File: src/rtl/fifo_pkg.sv
// Shared definitions for both halves of the dual-clock FIFO: default sizes and
// the binary/Gray pointer conversions used by the read and write controllers.
package fifo_pkg;

   localparam int ADDR_WIDTH_DEFAULT = 32'd3;
   localparam int DATA_WIDTH_DEFAULT = 32'd10;

   // Conversions work on a wide word; callers zero-extend and keep the low bits.
   typedef logic [31:0] ptr_word_t;

   function automatic ptr_word_t bin2gray(input ptr_word_t bin);
      return (bin >> 1) ^ bin;
   endfunction

   function automatic ptr_word_t gray2bin(input ptr_word_t gray);
      ptr_word_t bin;
      bin[31] = gray[31];
      for (int i = 30; i >= 0; i--) begin
         bin[i] = bin[i+1] ^ gray[i];
      end
      return bin;
   endfunction

endpackage

File: src/rtl/gray_sync.sv
// Multi-flop synchronizer for a Gray-coded pointer crossing into this clock domain.
module gray_sync #(
   parameter int WIDTH       = 32'd4,
   parameter int SYNC_STAGES = 32'd2
) (
   input  logic             clk,
   input  logic             rst,
   input  logic [WIDTH-1:0] async_in,
   output logic [WIDTH-1:0] sync_out
);

   logic [WIDTH-1:0] stage_r [SYNC_STAGES];

   // Plain flop chain; nothing may sit between stages.
   always_ff @(posedge clk) begin
      if (rst) begin
         for (int i = 0; i < SYNC_STAGES; i++) begin
            stage_r[i] <= {WIDTH{1'b0}};
         end
      end else begin
         stage_r[0] <= async_in;
         for (int i = 1; i < SYNC_STAGES; i++) begin
            stage_r[i] <= stage_r[i-1];
         end
      end
   end

   assign sync_out = stage_r[SYNC_STAGES-1];

endmodule

File: src/rtl/fifo_read_ctrl.sv
// Read-domain controller of the dual-clock FIFO: read pointers, RAM addressing,
// registered read data and empty / almost-empty / occupancy / underflow status.
module fifo_read_ctrl
   import fifo_pkg::*;
#(
   parameter int ADDR_WIDTH  = ADDR_WIDTH_DEFAULT,
   parameter int DATA_WIDTH  = DATA_WIDTH_DEFAULT,
   parameter int SYNC_STAGES = 32'd2,
   parameter int AE_THRESH   = 32'd1
) (
   input  logic                  read_clk,
   input  logic                  read_rst,
   input  logic                  read_enable,
   input  logic [ADDR_WIDTH:0]   write_gray_pointer,
   input  logic [DATA_WIDTH-1:0] mem_rdata,
   output logic [ADDR_WIDTH-1:0] read_addr,
   output logic [ADDR_WIDTH:0]   read_pointer,
   output logic [ADDR_WIDTH:0]   read_gray_pointer,
   output logic [DATA_WIDTH-1:0] read_data,
   output logic                  read_valid,
   output logic                  empty,
   output logic                  almost_empty,
   output logic [ADDR_WIDTH:0]   occupancy,
   output logic                  underflow
);

   localparam int PTR_W = ADDR_WIDTH + 1;

   logic [PTR_W-1:0]      read_pointer_r;
   logic [PTR_W-1:0]      read_gray_pointer_r;
   logic [DATA_WIDTH-1:0] read_data_r;
   logic                  read_valid_r;
   logic                  empty_r;
   logic                  almost_empty_r;
   logic [PTR_W-1:0]      occupancy_r;
   logic                  underflow_r;

   logic [PTR_W-1:0]      wgray_sync_s;
   logic                  accept_s;
   logic [PTR_W-1:0]      rbin_next_s;
   logic [PTR_W-1:0]      rgray_next_s;
   logic [PTR_W-1:0]      wbin_sync_s;
   logic [PTR_W-1:0]      occ_next_s;
   logic                  ae_next_s;
   ptr_word_t             rgray_word_s;
   ptr_word_t             wbin_word_s;

   gray_sync #(
      .WIDTH       (PTR_W),
      .SYNC_STAGES (SYNC_STAGES)
   ) u_wptr_sync (
      .clk      (read_clk),
      .rst      (read_rst),
      .async_in (write_gray_pointer),
      .sync_out (wgray_sync_s)
   );

   // Next-pointer and status arithmetic; status is derived from the pointer after this edge.
   always_comb begin
      accept_s     = read_enable & ~empty_r;
      rbin_next_s  = read_pointer_r + PTR_W'(accept_s);
      rgray_word_s = bin2gray(ptr_word_t'(rbin_next_s));
      rgray_next_s = rgray_word_s[PTR_W-1:0];
      wbin_word_s  = gray2bin(ptr_word_t'(wgray_sync_s));
      wbin_sync_s  = wbin_word_s[PTR_W-1:0];
      occ_next_s   = wbin_sync_s - rbin_next_s;
      ae_next_s    = (occ_next_s <= PTR_W'(AE_THRESH));
   end

   // Pointer, status and data registers.
   always_ff @(posedge read_clk) begin
      if (read_rst) begin
         read_pointer_r      <= {PTR_W{1'b0}};
         read_gray_pointer_r <= {PTR_W{1'b0}};
         read_data_r         <= {DATA_WIDTH{1'b0}};
         read_valid_r        <= 1'b0;
         empty_r             <= 1'b1;
         almost_empty_r      <= 1'b1;
         occupancy_r         <= {PTR_W{1'b0}};
         underflow_r         <= 1'b0;
      end else begin
         read_pointer_r      <= rbin_next_s;
         read_gray_pointer_r <= rgray_next_s;
         empty_r             <= (rgray_next_s == wgray_sync_s);
         almost_empty_r      <= ae_next_s;
         occupancy_r         <= occ_next_s;
         if (accept_s) begin
            read_data_r  <= mem_rdata;
            read_valid_r <= 1'b1;
         end else begin
            read_data_r  <= read_data_r;
            read_valid_r <= 1'b0;
         end
         // Sticky until reset.
         if (read_enable & empty_r) begin
            underflow_r <= 1'b1;
         end else begin
            underflow_r <= underflow_r;
         end
      end
   end

   assign read_addr         = read_pointer_r[ADDR_WIDTH-1:0];
   assign read_pointer      = read_pointer_r;
   assign read_gray_pointer = read_gray_pointer_r;
   assign read_data         = read_data_r;
   assign read_valid        = read_valid_r;
   assign empty             = empty_r;
   assign almost_empty      = almost_empty_r;
   assign occupancy         = occupancy_r;
   assign underflow         = underflow_r;

endmodule

File: config.mk
export PLATFORM = sky130hd
export DESIGN_NAME = fifo_read_ctrl
export DESIGN_NICKNAME = d
export VERILOG_FILES = /design/src/rtl/fifo_pkg.sv /design/src/rtl/gray_sync.sv /design/src/rtl/fifo_read_ctrl.sv
export SDC_FILE = /design/constraint.sdc
export NUM_CORES = 1
export LEC_CHECK = 0
export CAP_MARGIN = 20
export CORE_ASPECT_RATIO = 0.6
export CORE_MARGIN = 4
export CORE_UTILIZATION = 40
export DETAILED_ROUTE_END_ITERATION = 16
export PLACE_DENSITY = 0.75
export SYNTH_ARGS = -nofsm -noshare
export SYNTH_HDL_FRONTEND = slang
export SYNTH_HIERARCHICAL = 1
export SYNTH_SLANG_ARGS = --single-unit
File: constraint.sdc
create_clock -name read_clk -period 2.5 [get_ports read_clk]
set_clock_uncertainty 0.2 [all_clocks]
set_input_delay 0.25 -clock read_clk [delete_from_list [all_inputs] [get_ports read_clk]]
set_output_delay 0.25 -clock read_clk [all_outputs]
set_load 0.1 [all_outputs]
==> results of run 1 <==
routing by layer:
| layer | wire [um] | up-vias | GRT usage [%] |
|---|---|---|---|
| met5 | 0 | - | 0 |
| met4 | 51 | 0 | 7.34 |
| met3 | 142 | 6 | 4.64 |
| met2 | 1380 | 23 | 22.7 |
| met1 | 1410 | 468 | 18.9 |
| li1 | - | 519 | - |
state kept, by name, summed over array words and instances (netlist names):
register             count
almost_empty             1
empty                    1
occupancy                4
read_data               10
read_gray_pointer        3
read_pointer             4
read_valid               1
u_wptr_sync/stage_r      8
underflow                1
cell type report:
cell class | instances | area, um^2
Timing Repair Buffer | 53 | 438
Multi-Input combinational cell | 86 | 633
Tap cell | 42 | 52.6
Clock inverter | 3 | 17.5
Fill cell | 261 | 1130
Sequential cell | 33 | 667
Clock buffer | 5 | 68.8
Inverter | 4 | 15.0
placed cells by master, fill, tap and decap left out:
cell type        instances
a21bo_2                  1
a21boi_0                 1
a21oi_1                 12
a31o_1                   1
a31o_2                   1
and2_1                   1
buf_4                   37
clkbuf_8                 5
clkdlybuf4s50_1         16
clkinv_2                 2
clkinvlp_4               1
dfxtp_1                 30
dfxtp_2                  2
dfxtp_4                  1
ha_1                     2
ha_4                     3
inv_1                    3
inv_2                    1
mux2_2                   1
nand2_1                 21
nand2b_1                 1
nand2b_4                 1
nand3_1                  1
nor2_1                  11
nor2b_1                 10
o21bai_1                 1
o221ai_2                 1
or2_2                    1
xnor2_1                  5
xnor2_4                  1
xnor3_2                  1
xor2_1                   7
xor3_4                   1
final timing paths:
path / from / endpoint / slack (ps) / cells after the start
worst min register to register: u_wptr_sync/stage_r[0][3]$_SDFF_PP0_ / u_wptr_sync/stage_r[0][7]$_SDFF_PP0_ / 230 / 1
worst max register to register: empty$_SDFF_PP1_ / almost_empty$_SDFF_PP1_ / 220 / 10
worst min-delay path: u_wptr_sync/stage_r[0][3]$_SDFF_PP0_ / u_wptr_sync/stage_r[0][7]$_SDFF_PP0_ / 230 / 1
worst max-delay path: read_enable / almost_empty$_SDFF_PP1_ / 170 / 11
power groups by stage:
stage,clock [uW],sequential [uW],combinational [uW]
2_1_floorplan,0,834,142
3_3_place_gp,0,597,481
3_5_place_dp,0,599,486
4_1_cts,398,588,487
5_1_grt,420,592,507
6_report,382,587,485
stage by stage:
stage	instance area (um^2)	util (%)	setup slack (ps)	total power (uW)	TNS, ps
floorplan	1410	-	-134	975	-208
global placement	1810	59.8	-65.1	1080	-74.6
detailed placement	1810	59.8	-123	1080	-192
CTS	1890	62.6	179	1470	0
global route	1890	62.6	106	1520	0
finish	1890	62.6	167	1450	0
logic make-up after synthesis:
family,synth area share [%]
muxes,0.843
and+or+nand+nor,15.9
AOI/OAI and AO/OA,8.81
adders and majority gates,4.69
buffers and inverters,7.31
xor gates and xnor gates,12.9
DFF,49.5
==> flow_metrics.env, run 1 <==
export IMPL_outcome="finished clean"
export IMPL_power_density_nw_per_um2=769
export IMPL_drc=0
export IMPL_synth_most_common_cell="dfxtp_1"
export IMPL_layout_area_overhead_vs_synth_pct=41.7
export IMPL_synth_avg_cell_area_um2=9.74
export IMPL_p_switching_uw=558
export IMPL_avgViaCountPerCell=4.50
export IMPL_nets=205
export IMPL_synth_commonest_cells="dfxtp_1 (33), nand2_1 (21), a21oi_1 (12)"
export IMPL_grt_pass1_vias=951
export IMPL_required_ps=2480
export IMPL_crit_fanout=4
export IMPL_finalSetupViolations=0
export IMPL_start_util_pct=44.2
export IMPL_dpl_hpwl_mm=2.30
export IMPL_io_pins=46
export IMPL_grt_max_degree=34
export IMPL_start_kind="input port"
export IMPL_yosysWarningCount=6
export IMPL_relSlewSlack_pct=78.1
export IMPL_port_buffers=45
export IMPL_ir_drop_uv=417
export IMPL_clk_latency_ps=280
export IMPL_clock_power_share_pct=26.3
export IMPL_critPathKind="in -> reg"
export IMPL_synthArstFlopShare_pct=0
export IMPL_ant_nets=0
export IMPL_die_area_um2=4360
export IMPL_drive_gt1_share_pct=33.2
export IMPL_fin_cells=226
export IMPL_synth_top_cell_area_share_pct=49.5
export IMPL_crit_top_cell="ha_4"
export IMPL_synth_edff_count=0
export IMPL_cts_tree="done"
export IMPL_finalCritPeriodShare_pct=93.3
export IMPL_grt_pass1_wl_mm=4.58
export IMPL_fp_row_count=15
export IMPL_min_period_ps=2330
export IMPL_final_hold_viol_count=0
export IMPL_synth_cell_types=25
export IMPL_slowest_delay_ps=460
export IMPL_cap_violations=0
export IMPL_rsz0062_at_grt="false"
export IMPL_cts_root_buf="clkbuf_8"
export IMPL_num_vias=1016
export IMPL_cp_arrival_ps=2310
export IMPL_placed_cells=218
export IMPL_avgRoutedWirePerCell_um=13.2
export IMPL_antenna_cells=0
export IMPL_clock_sinks=33
export IMPL_cts_resized=0
export IMPL_slew_viol_final=0
export IMPL_fmax_ghz=0.429
export IMPL_clock_path_buffers=2
export IMPL_grt_antenna_before_repair=0
export IMPL_ys_seq_elements=33
export IMPL_wl_mm=2.99
export IMPL_yosys_area_top_type="dfxtp_1"
export IMPL_leakagePower_uw=0.000818
export IMPL_gp_congestion=0.800
export IMPL_netSwitchingFraction_pct=38.4
export IMPL_cts_setup_buffers=0
export IMPL_worst_pin_slew_ps=329
export IMPL_slowest_stage="clkdlybuf4s50_1"
export IMPL_end_kind="register"
export IMPL_p_int_uw=896
export IMPL_cts_made_buffers=5
export IMPL_synthTopCellsByArea="dfxtp_1 (49%), nand2_1 (5.9%), ha_1 (4.7%), nor2b_1 (4.7%), xor2_1 (4.6%)"
export IMPL_power_share_combinational_pct=33.3
export IMPL_syn_nets=159
export IMPL_h_tree_depth=2
export IMPL_synth_area_um2=1340
export IMPL_yosysSeqAreaShare_pct=49.5
export IMPL_dr_pass1_iters=4
export IMPL_clk_pin_slew_worst_paths_ps=60
export IMPL_grt_usage_pct=14.9
export IMPL_hold_path_class="reg -> reg"
export IMPL_synthFlopType="dfxtp_1"
export IMPL_syn_inst=137
export IMPL_grt_overflow=0
export IMPL_power_frac_seq_pct=40.4
export IMPL_die_h_um=52.8
export IMPL_cts_hold_buf=0
export IMPL_core_um2=3020
export IMPL_critPathBufInv=2
export IMPL_crit_chain="clkdlybuf4s50_1 -> nand2b_4 -> inv_2 -> ha_4 -> ha_4 -> xnor2_4 -> ha_4 -> a21bo_2 -> o221ai_2 -> xnor2_1 -> a31o_1"
export IMPL_hold_slack_ps=235
export IMPL_die_w_um=82.6
export IMPL_drtIter0Drc=38
export IMPL_crit_family="adder cells"
Power figures use the tool's default switching activity.
==> run 2, diff against run 1 <==
Settings changed: CORE_UTILIZATION 40 to 54, DONT_BUFFER_PORTS set to 1, PLACE_DENSITY 0.75 to 0.72.
==> flow_metrics.env, run 2 (same netlist as run 1, synthesis figures left out) <==
export IMPL_nets=196
export IMPL_worst_pin_slew_ps=532
export IMPL_hold_path_class="in -> reg"
export IMPL_die_w_um=72.2
export IMPL_clk_latency_ps=280
export IMPL_core_um2=2260
export IMPL_fin_cells=205
export IMPL_fp_row_count=13
export IMPL_placed_cells=179
export IMPL_crit_fanout=12
export IMPL_crit_chain="nand2b_4 -> inv_2 -> ha_4 -> ha_4 -> xnor2_4 -> ha_4 -> a21bo_2 -> o221ai_2 -> xnor2_1 -> a31o_1"
export IMPL_hold_end="read_data[0]$_SDFFE_PP0N_"
export IMPL_drive_gt1_share_pct=30.3
export IMPL_reg2reg_from="empty$_SDFF_PP1_"
export IMPL_start_kind="register"
export IMPL_cts_setup_buffers=0
export IMPL_layout_common_cells="dfxtp_1 (28), buf_4 (26), nand2_1 (21)"
export IMPL_grt_max_degree=34
export IMPL_finalCritPeriodShare_pct=94.4
export IMPL_num_vias=1016
export IMPL_reg2regPathDepth=10
export IMPL_crit_family="adder cells"
export IMPL_port_buffers=0
export IMPL_dr_pass1_iters=4
export IMPL_critPathBufInv=1
export IMPL_avgRoutedWirePerCell_um=14.0
export IMPL_final_common_cell="dfxtp_1"
export IMPL_drc=0
export IMPL_outcome="finished clean"
export IMPL_cts_resized=0
export IMPL_final_hold_viol_count=0
export IMPL_slew_viol_final=0
export IMPL_die_h_um=46.5
export IMPL_crit_top_cell="ha_4"
export IMPL_drtIter0Drc=43
export IMPL_cts_root_buf="clkbuf_8"
export IMPL_r2r_setup_slack_ps=140
export IMPL_cts_tree="done"
export IMPL_hold_depth=3
export IMPL_clk_pin_slew_worst_paths_ps=70
export IMPL_avgViaCountPerCell=4.96
export IMPL_gp_congestion=0.731
export IMPL_grt_antenna_before_repair=0
export IMPL_dpl_hpwl_mm=1.82
export IMPL_cap_violations=0
export IMPL_cts_hold_buf=17
export IMPL_hold_start="read_enable"
export IMPL_grt_overflow=0
export IMPL_slowest_delay_ps=350
export IMPL_slowest_stage="dfxtp_4"
export IMPL_dpl_cell_area_um2=1550
export IMPL_fmax_ghz=0.424
export IMPL_clock_sinks=33
export IMPL_critPathKind="reg -> reg"
export IMPL_h_tree_depth=2
export IMPL_rr_endpoint="almost_empty$_SDFF_PP1_"
export IMPL_end_kind="register"
export IMPL_ant_nets=0
export IMPL_grt_pass1_wl_mm=4.66
export IMPL_leakagePower_uw=0.000780
export IMPL_clock_path_buffers=2
export IMPL_die_area_um2=3360
export IMPL_finalSetupViolations=0
export IMPL_largest_reg_flops=10
export IMPL_required_ps=2490
export IMPL_grt_pass1_vias=1003
export IMPL_cts_made_buffers=5
export IMPL_power_density_nw_per_um2=797
export IMPL_io_pins=46
export IMPL_hold_slack_ps=39.5
export IMPL_final_area_um2=1820
export IMPL_ir_drop_uv=666
export IMPL_rsz0062_at_grt="false"
export IMPL_min_period_ps=2360
export IMPL_start_util_pct=59.0
export IMPL_wl_mm=2.87
export IMPL_cp_arrival_ps=2350
export IMPL_final_util_pct=80.6
export IMPL_layout_area_overhead_vs_synth_pct=36.5
export IMPL_antenna_cells=0
export IMPL_grt_usage_pct=19.3
export IMPL_relSlewSlack_pct=64.4
-- run 2: cell count changes in the layout (fill, tap and decap cells not counted) --
cell | before | now
dfxtp_1 | 30 | 28
buf_4 | 37 | 26
clkdlybuf4s50_1 | 16 | 0
dlygate4sd3_1 | 0 | 17
buf_8 | 0 | 1
dfxtp_2 | 2 | 4
-- run 2: layer usage --
metal | vias up | GRT usage, % | part of all wire (%)
li1 | 501 | - | -
met1 | 471 | 21.3 | 41
met2 | 35 | 33.3 | 50
met3 | 9 | 7.63 | 7.7
met4 | 0 | 8.99 | 1.7
met5 | - | 0 | 0
-- run 2: cell type report --
class                           instances  area (um^2)
Sequential cell                        33          669
Multi-Input combinational cell         86          633
Fill cell                             139          439
Timing Repair Buffer                   44          380
Clock buffer                            5         68.8
Tap cell                               30         37.5
Clock inverter                          3         17.5
Inverter                                4         15.0
-- run 2: worst max-delay path by stage --
stage / startpoint / to / cells after the start
finish: empty$_SDFF_PP1_ / almost_empty$_SDFF_PP1_ / 10
CTS: empty$_SDFF_PP1_ / almost_empty$_SDFF_PP1_ / 10
detailed placement: empty$_SDFF_PP1_ / almost_empty$_SDFF_PP1_ / 10
floorplan: empty$_SDFF_PP1_ / almost_empty$_SDFF_PP1_ / 11
global route: empty$_SDFF_PP1_ / almost_empty$_SDFF_PP1_ / 10
global placement: empty$_SDFF_PP1_ / almost_empty$_SDFF_PP1_ / 10
-- run 2: metrics by stage --
stage	setup TNS, ps	total power [uW]	setup slack, ps
floorplan	-208	975	-134
detailed placement	0	1040	149
finish	0	1450	140
global route	0	1510	55.0
CTS	0	1450	140
global placement	0	1030	216
-- run 2: power breakdown --
| part | internal, uW | switching [uW] |
|---|---|---|
| sequential | 566 | 16.0 |
| clock | 192 | 195 |
| combinational | 130 | 353 |
-- run 2: tightest hold or removal path: cells and delay by family --
kind             cells  cell delay [ps]
AO/OA/AOI/OAI        1               60
AND/OR/NAND/NOR      2              180
==> run 3, diff against run 2 <==
Settings changed: CORE_MARGIN 4 to unset.
==> flow_metrics.env, run 3 (same netlist as run 1, synthesis figures left out) <==
export IMPL_outcome="finished clean"
export IMPL_final_area_um2=1840
export IMPL_layout_area_overhead_vs_synth_pct=37.7
export IMPL_clk_latency_ps=280
export IMPL_hold_path_class="in -> reg"
export IMPL_crit_chain="nand2b_4 -> inv_2 -> ha_4 -> ha_4 -> xnor2_4 -> ha_4 -> a21bo_2 -> o221ai_2 -> xnor2_1 -> a31o_1"
export IMPL_worst_path_stages=10
export IMPL_r2r_setup_slack_ps=120
export IMPL_final_util_pct=81.9
export IMPL_min_period_ps=2380
export IMPL_cp_arrival_ps=2360
export IMPL_fp_row_count=13
export IMPL_num_vias=998
export IMPL_cts_resized=0
export IMPL_hold_depth=3
export IMPL_grt_antenna_before_repair=0
export IMPL_grt_usage_pct=23.9
export IMPL_start_kind="register"
export IMPL_clock_sinks=33
export IMPL_grt_pass1_wl_mm=4.14
export IMPL_leakagePower_uw=0.000784
export IMPL_power_total_uw=1470
export IMPL_clk_pin_slew_worst_paths_ps=60
export IMPL_drc=0
export IMPL_h_tree_depth=2
export IMPL_port_buffers=0
export IMPL_io_pins=46
export IMPL_fin_setup_tns_ps=0
export IMPL_ir_drop_uv=630
export IMPL_final_hold_viol_count=0
export IMPL_fmax_ghz=0.420
export IMPL_dr_pass1_iters=4
export IMPL_grt_overflow=0
export IMPL_worst_pin_slew_ps=545
export IMPL_cts_root_buf="clkbuf_8"
export IMPL_grt_pass1_vias=900
export IMPL_die_w_um=66.2
export IMPL_gp_congestion=0.755
export IMPL_largest_reg_flops=10
export IMPL_finalCritPeriodShare_pct=95.2
export IMPL_n_fill_cell=144
export IMPL_slowest_delay_ps=340
export IMPL_wl_mm=2.83
export IMPL_reg2regPathDepth=10
export IMPL_start_util_pct=59.5
export IMPL_crit_fanout=12
export IMPL_required_ps=2480
export IMPL_end_kind="register"
export IMPL_critPathKind="reg -> reg"
export IMPL_dpl_cell_area_um2=1550
export IMPL_layout_common_cells="dfxtp_1 (28), buf_4 (26), nand2_1 (21)"
export IMPL_finalSetupViolations=0
export IMPL_crit_start="empty$_SDFF_PP1_"
export IMPL_antenna_cells=0
export IMPL_critPathBufInv=1
export IMPL_final_common_cell="dfxtp_1"
export IMPL_avgViaCountPerCell=4.87
export IMPL_slowest_stage="dfxtp_4"
export IMPL_endpoint="almost_empty$_SDFF_PP1_"
export IMPL_drive_gt1_share_pct=29.1
export IMPL_crit_top_cell="ha_4"
export IMPL_cts_tree="done"
export IMPL_grt_max_degree=34
export IMPL_cap_violations=0
export IMPL_drtIter0Drc=33
export IMPL_die_h_um=40.5
export IMPL_hold_slack_ps=43.5
export IMPL_reg2reg_from="empty$_SDFF_PP1_"
export IMPL_die_area_um2=2680
export IMPL_clock_path_buffers=2
export IMPL_relSlewSlack_pct=63.9
export IMPL_slew_viol_final=0
export IMPL_nets=196
export IMPL_dpl_hpwl_mm=1.70
export IMPL_cts_setup_buffers=0
export IMPL_rr_endpoint="almost_empty$_SDFF_PP1_"
export IMPL_power_density_nw_per_um2=800
export IMPL_rsz0062_at_grt="false"
export IMPL_cts_made_buffers=5
export IMPL_core_um2=2240
export IMPL_avgRoutedWirePerCell_um=13.8
export IMPL_crit_family="adder cells"
export IMPL_ant_nets=0
-- run 3: changes by cell type in the layout (fill, tap and decap cells not counted), sizes merged --
cell,delta
clkinvlp,-1
clkinv,-2
clkbuf,+3
-- run 3: how the worst min path moves through the flow --
stage / startpoint / end / slack (ps)
finish: read_enable / read_data[9]$_SDFFE_PP0N_ / 40
global route: read_enable / read_data[9]$_SDFFE_PP0N_ / 50
CTS: read_enable / read_data[9]$_SDFFE_PP0N_ / 40
detailed placement: read_rst / read_pointer[1]$_SDFF_PP0_ / 120
global placement: read_rst / read_pointer[1]$_SDFF_PP0_ / 120
floorplan: read_rst / u_wptr_sync/stage_r[0][0]$_SDFF_PP0_ / 120
-- run 3: metrics by stage --
| step | instances | setup slack [ps] |
|---|---|---|
| floorplan | 137 | -134 |
| global placement | 179 | 216 |
| detailed placement | 179 | 154 |
| CTS | 204 | 135 |
| global route | 205 | 52.3 |
| finish | 205 | 121 |
-- run 3: cell type report --
| cell class | count | area (um^2) | area share (%) |
|---|---|---|---|
| timing repair buffer | 44 | 393 | 21.4 |
| inverter | 4 | 15.0 | 0.817 |
| multi-input combinational | 86 | 633 | 34.4 |
| sequential | 33 | 669 | 36.4 |
| tap | 30 | 37.5 | 2.04 |
| clock buffer | 8 | 90.1 | 4.90 |
-- run 3: layer usage --
layer | vias up | wire length [um] | track usage [%] | share of wire [%]
li1 | 504 | - | - | -
met1 | 456 | 1190 | 27.3 | 42
met2 | 31 | 1410 | 38.0 | 50
met3 | 7 | 169 | 12.5 | 6.0
met4 | 0 | 61 | 11.7 | 2.2
met5 | - | 0 | 0 | 0
-- run 3: repair_timing --
action                                  CTS  global route
hold buffers                             17             0
hold endpoints to repair                 33             0
endpoints found under the setup margin    0             0
-- run 3: report_power, final --
| part | switching (uW) | total (uW) | internal (uW) |
|---|---|---|---|
| logic | 351 | 483 | 132 |
| registers | 17.1 | 584 | 567 |
| clock network | 180 | 404 | 224 |
-- run 3: worst min-delay path, cell delays in order --
cell and delay (ps):
nand2b_4 90, nand2_1 90, a21oi_1 50
==> RTL change (flow settings as in run 3) <==
Register the output `underflow` once more, with the module's reset; this adds one clock of latency there. The other outputs are not delayed to match. Comments in the files are not updated.
--- a/src/rtl/fifo_read_ctrl.sv
+++ b/src/rtl/fifo_read_ctrl.sv
@@ -108,7 +108,13 @@
    assign empty             = empty_r;
    assign almost_empty      = almost_empty_r;
    assign occupancy         = occupancy_r;
-   assign underflow         = underflow_r;
+   always_ff @(posedge read_clk) begin
+      if (read_rst) begin
+         underflow <= '0;
+      end else begin
+         underflow <= underflow_r;
+      end
+   end
 
 endmodule
 
Check against the original RTL: not equivalent (a bounded check fails within 4 cycles, from zero or initial values and one cycle with read_rst high).
==> RTL change against run 3 <==
Power grew 0.35%. Worst setup slack gained 29 ps. Sequential cell count rose by 1. Routed wire length decreased by 4.6%. Critical path depth unchanged. Final area is 0.82% higher. Count of clock-buffer cells in the layout shrank 1. Synthesized area increased by 2.0%. Largest power group unchanged.
==> RTL change: results <==
{
  "use_met2_pct": 33.8,
  "drt_iter0_markers": 53,
  "ir_worst_vdd_uv": 515,
  "holdPathEnd": "read_data[0]",
  "route.met3.wl_um": 224,
  "grt_use_met1_pct": 25.5,
  "synthAdderAreaFrac_pct": 4.60,
  "synth-seq-area-share_pct": 50.0,
  "place.gp.congestion": 0.818,
  "fillers": 141,
  "p_leak_nw": 0.792,
  "synth_xor_area_share_pct": 12.7,
  "dpl.hpwl_um": 1710,
  "drt_wl_total_um": 2700,
  "grt.total_usage_pct": 21.9,
  "grt_first_pass_wirelength_um": 3970,
  "postSynthCellCount": 139,
  "wl_met2_um": 1280,
  "synthMuxAreaShare_pct": 0.827,
  "grt.met3_usage_pct": 10.3,
  "dp_cells": 181,
  "status": "complete, no violations",
  "finalCriticalPeriod_ps": 2350,
  "worstPathArrival_ps": 2330,
  "worst_pin_slew_ps": 611,
  "worst_hold_slack_ps": 49.2,
  "final_net_count": 198,
  "synth_compound_area_share_pct": 8.64,
  "synth_common_cells": "dfxtp_1 (34), nand2_1 (21), a21oi_1 (12)",
  "grt_max_degree": 35,
  "grt_pass1_vias": 883,
  "synthesis.nets": 161
}
-- RTL change: cell count changes after synthesis --
| cell | before | now |
|---|---|---|
| dfxtp_1 | 33 | 34 |
| nor2b_1 | 10 | 11 |
-- RTL change: cell type report --
cell class | instances | area, um^2 | area share (%)
clock buffer | 7 | 86.3 | 4.66
clock inverter | 1 | 5.00 | 0.270
inverter | 4 | 15.0 | 0.810
multi-input combinational | 87 | 639 | 34.5
sequential | 34 | 689 | 37.2
tap | 30 | 37.5 | 2.03
timing repair buffer | 44 | 380 | 20.5
-- RTL change: where the power goes --
group          internal [mW]  switching, mW
sequential             0.583         0.0156
clock                  0.222          0.180
combinational          0.130          0.345
total                  0.935          0.541
-- RTL change: critical path: cells and delay by family (launching register included) --
kind / cells / cell delay [ps]
xor+xnor: 2 / 260
compound gates: 3 / 530
simple gates: 1 / 190
buf+inv: 1 / 70
flops: 1 / 340
fa+ha+maj: 3 / 640
